File: src/rtl/inst_fetch_queue.sv
// Dual-write / dual-read instruction queue between I-cache output and decode.
// Presents the two oldest entries; pops clamp to occupancy, pushes drop when full.
module inst_fetch_queue #(
    parameter int DEPTH = 16,
    parameter int PTR_W = 4
) (
    input  logic             clk,
    input  logic             rst,
    input  logic             flush,
    input  logic             in_valid1,
    input  logic             in_valid2,
    input  logic [31:0]      in_inst1,
    input  logic [31:0]      in_pc1,
    input  logic [31:0]      in_inst2,
    input  logic [31:0]      in_pc2,
    output logic             full_o,
    input  logic [1:0]       pop_num,
    output logic             out_valid1,
    output logic [31:0]      out_inst1,
    output logic [31:0]      out_pc1,
    output logic             out_valid2,
    output logic [31:0]      out_inst2,
    output logic [31:0]      out_pc2,
    output logic [PTR_W:0]   count_o
);

    localparam logic [PTR_W:0] FULL_TH = (PTR_W+1)'(DEPTH - 1);

    logic [31:0]      inst_q [DEPTH];
    logic [31:0]      pc_q   [DEPTH];

    logic [PTR_W-1:0] head_q, head_d;
    logic [PTR_W-1:0] tail_q, tail_d;
    logic [PTR_W:0]   count_q, count_d;

    logic [1:0]       push_n;
    logic [1:0]       pop_req;
    logic [1:0]       pop_eff;
    logic [PTR_W:0]   pop_req_w;
    logic [PTR_W-1:0] tail1;
    logic [PTR_W-1:0] head1;

    assign full_o = count_q >= FULL_TH;
    assign tail1  = tail_q + 1'b1;
    assign head1  = head_q + 1'b1;

    always_comb begin
        push_n = 2'd0;
        if (!full_o && in_valid1)
            push_n = in_valid2 ? 2'd2 : 2'd1;
    end

    // Pop request of 3 means "both"; never pop more than is stored.
    assign pop_req   = (pop_num == 2'd3) ? 2'd2 : pop_num;
    assign pop_req_w = {{(PTR_W-1){1'b0}}, pop_req};
    assign pop_eff   = (count_q < pop_req_w) ? count_q[1:0] : pop_req;

    always_comb begin
        head_d  = head_q + {{(PTR_W-2){1'b0}}, pop_eff};
        tail_d  = tail_q + {{(PTR_W-2){1'b0}}, push_n};
        count_d = count_q
                + {{(PTR_W-1){1'b0}}, push_n}
                - {{(PTR_W-1){1'b0}}, pop_eff};
    end

    always_ff @(posedge clk) begin
        if (!rst || flush) begin
            head_q  <= '0;
            tail_q  <= '0;
            count_q <= '0;
        end else begin
            head_q  <= head_d;
            tail_q  <= tail_d;
            count_q <= count_d;
        end
    end

    // Storage carries no reset; validity is tracked purely by count_q.
    always_ff @(posedge clk) begin
        if (push_n != 2'd0) begin
            inst_q[tail_q] <= in_inst1;
            pc_q[tail_q]   <= in_pc1;
        end
        if (push_n == 2'd2) begin
            inst_q[tail1] <= in_inst2;
            pc_q[tail1]   <= in_pc2;
        end
    end

    assign count_o    = count_q;
    assign out_valid1 = count_q >= (PTR_W+1)'(1);
    assign out_valid2 = count_q >= (PTR_W+1)'(2);

    assign out_inst1 = out_valid1 ? inst_q[head_q] : 32'd0;
    assign out_pc1   = out_valid1 ? pc_q[head_q]   : 32'd0;
    assign out_inst2 = out_valid2 ? inst_q[head1]  : 32'd0;
    assign out_pc2   = out_valid2 ? pc_q[head1]    : 32'd0;

endmodule

File: config.mk
export PLATFORM = sky130hd
export DESIGN_NAME = inst_fetch_queue
export DESIGN_NICKNAME = d
export VERILOG_FILES = /design/src/rtl/inst_fetch_queue.sv
export SDC_FILE = /design/constraint.sdc
export NUM_CORES = 2
export LEC_CHECK = 0
export BUFFER_PORTS_ARGS = -buffer_cell sky130_fd_sc_hd__buf_2
export CAP_MARGIN = 20
export CORE_MARGIN = 8
export CORE_UTILIZATION = 63
export DETAILED_ROUTE_END_ITERATION = 16
export HOLD_SLACK_MARGIN = 0.15
export PLACE_DENSITY = 0.81
export SLEW_MARGIN = 10
export SYNTH_ARGS = -nofsm -noshare
export SYNTH_HDL_FRONTEND = slang
export SYNTH_SLANG_ARGS = --single-unit
File: constraint.sdc
create_clock -name clk -period 9.1 [get_ports clk]
set_clock_uncertainty 0.05 [all_clocks]
set_input_delay 1.82 -clock clk [delete_from_list [all_inputs] [get_ports clk]]
set_output_delay 1.82 -clock clk [all_outputs]
set_load 0.02 [all_outputs]
==> summary.md <==
| Metric | Value |
|---|---|
| Max Freq | `153 MHz` |
| Io pins | `around 270` |
| Synth Area in Adders | `0.442%` |
| Root Driver | `clkbuf_16` |
| Period Utilization, post-route | `71.7%` |
| CTS tree | `yes` |
| Synth Area in XOR/XNOR | `0.116%` |
| WL/cell | `36.5 um` |
| Data required, critical path | `7230 ps` |
| CTS-repair resized insts | `0` |
| Cell taking the most area after synthesis | `edfxtp_1` |
| Seq/Total Area, Yosys | `51.2%` |
| Largest family of logic cells by synthesized area | `multiplexers` |
| Total GRT Usage | `33.2%` |
| Netlist cell types | `38` |
| Mapped Avg Cell Area | `17.2 um^2` |
| Register bit count reported by yosys | `1037` |
| Syn. warnings | `0` |
| Area of the mapped netlist | `around 61000 um^2` |
| Postcts setup bufs | `0` |
| Sequential cell area | `31000 um^2` |
| Antenna Nets Post-Route | `0` |
| Worst-path maximum fanout | `49` |
| Async SR Flop Fraction | `0%` |
| CTS Buf Count | `109` |
| Most common cell in the netlist | `edfxtp_1` |
| Sink Count | `1037` |
| Critical path capture point type | `output port` |
| Fillers | `5959` |
| Placed inst area | `just over 60000 um^2` |
| Initial Util | `63.7%` |
| Via Count | `37482` |
| Cells after synthesis | `between 3000 and 4000` |
| Routed WL | `180 mm` |
| Dpl hpwl | `100 mm` |
| Port bufs | `270` |
| Design area | `roughly 66000 um^2` |
| First-pass GRT wire length | `263 mm` |
| Simple-gate share of the synthesized area | `0.634%` |
| Max cap viols | `0` |
| Worst hold path type | `register to register` |
| Worst Tran Pin Value | `1140 ps` |
| Outcome | `completed` |
| Endpoints failing hold | `0` |
| Chip width | `326 um` |
| Pleak | `21.8 nW` |
| Main synth FF type | `edfxtp_1` |
| Clk_lat worst skew | `690 ps` |
| Share of the synthesized area in the top cell type | `50.8%` |
| Minimum clock period | `6520 ps` |
| Synth Net Count | `~3700` |
| Mux cell area share after synthesis | `42.3%` |
| Clock H-tree levels | `3` |
| Die height | `between 300 and 400 um` |
| Synth top cells by count | `1024 x edfxtp_1, 592 x mux2_2, 512 x mux4_2, 432 x mux2_1, 256 x mux2i_1` |
| Multi-input combinational cell area | `~28000 um^2` |
| Number of global-route vias before repair | `approximately 39000` |
| Setup violators final | `0` |
| Vias per cell | `7.59` |
| Global route overflow | `0` |
| First DRT Iteration DRCs | `5377` |
| Max_slew headroom | `between 20% and 30%` |
| Largest net degree at the start of global routing | `150` |
| Fin util | `69.4%` |
| Synth top area cells | `edfxtp_1 51%, mux4_2 19%, mux2_2 11%` |
| # nets final | `~3700` |
| Core box area | `between 90000 and 100000 um^2` |
| Setup TNS | `0 ps` |
| Power Density | `232 nW/um^2` |
| Row cnt | `~110` |
| Crit Path Category | `register to output port` |
| Slew Limit Fails | `0` |
| RD Place Congestion | `approximately 0.86` |
| Hold_buf cts | `0` |
| Layout cells sized above 1 | `45.0%` |
| Post-synth EDFFs | `1024` |
| Reg clk slew, reported paths | `60 ps` |
| Antenna violations before repair | `34` |
| Startpoint Class | `register` |
| Area Growth Syn to Fin | `8.94%` |
| Drt drc | `0` |
| Unrepaired setup endpoints after global routing | `false` |
| Drt pass-1 iters | `6` |
| Die Footprint | `106000 um^2` |
| Compound-Gate Fraction of Synth Area | `1.60%` |
| Crit path DAT | `approximately 4700 ps` |
| Max VDD drop | `0.000185 V` |
| Clk buf depth | `3` |
## state kept, by name, indices dropped and copies added, names as in the netlist
register  cells
count_o       5
head_q        4
pc_q        512
inst_q      512
tail_q        4
## placed cells by master, fill, tap and decap left out, types with 14 or more instances in the layout
cell	count
edfxtp_1	1024
mux2_2	592
mux4_2	512
mux2_1	432
buf_2	270
mux2i_1	256
o22ai_1	128
clkbuf_16	111
buf_4	62
clkinv_1	31
diode_2	26
clkbuf_1	21
clkinv_2	19
nor2_1	16
nand3_4	14
o21ai_4	14
ha_1	14
## layout make-up
type	count	share of cell area [%]
Clock inverter	73	1.05
Clock buffer	132	4.33
Tap cell	1265	2.40
Antenna cell	26	0.0986
Multi-Input combinational cell	2049	42.0
Inverter	14	0.0796
Sequential cell	1037	47.0
Timing Repair Buffer	340	3.01
## per-layer routing
metal | share of wire (%) | wire [um] | GRT usage [%] | up-vias
li1 | - | - | - | 14700
met1 | 35 | 62800 | 42.2 | 19485
met2 | 49 | 87500 | 53.6 | 2706
met3 | 12 | 20800 | 7.89 | 571
met4 | 5.1 | 9180 | 16.5 | 20
met5 | 0.073 | 131 | 0 | -
## worst paths after layout
path / start / to / slack [ps] / cells after the start
setup reg to reg: count_o[4]$_SDFF_PP0_ / pc_q[0][11]$_DFFE_PP_ / 4560 / 11
setup / recovery: head_q[2]$_SDFF_PP0_ / out_inst1[2] / 2580 / 5
hold reg to reg: tail_q[3]$_SDFF_PP0_ / tail_q[3]$_SDFF_PP0_ / 640 / 2
hold / removal: tail_q[3]$_SDFF_PP0_ / tail_q[3]$_SDFF_PP0_ / 640 / 2
## per-stage QoR
stage               worst slack (ps)  power, W  cells  hold WS (ps)
global route                    2320    0.0157   4925           686
CTS                             2570    0.0153   4909           641
floorplan                       1710   0.00911   3514           486
global placement                3400    0.0107   4704           612
detailed placement              3320    0.0108   4704           625
finish                          2580    0.0153   4936           641
## worst max-delay path, stage by stage (launching register included)
cell and delay, ps:
dfxtp_4 1100, buf_4 980, buf_4 880, mux2i_1 180, o22ai_1 480, buf_2 270
## cells by family after synthesis
family / after synthesis
multiplexers: 1792
flip-flops: 1037
buffers and inverters: 428
AO/OA/AOI/OAI: 158
AND/OR/NAND/NOR: 72
adder cells (fa/ha/maj): 19
XOR/XNOR: 8
## report_power, final
| group | internal [W] | switching [W] | total [W] |
|---|---|---|---|
| Clock | 0.00260 | 0.00191 | 0.00450 |
| Combinational | 0.00209 | 0.00314 | 0.00523 |
| Sequential | 0.00542 | 0.000130 | 0.00555 |
No activity file was read; power rests on OpenSTA's default activity.
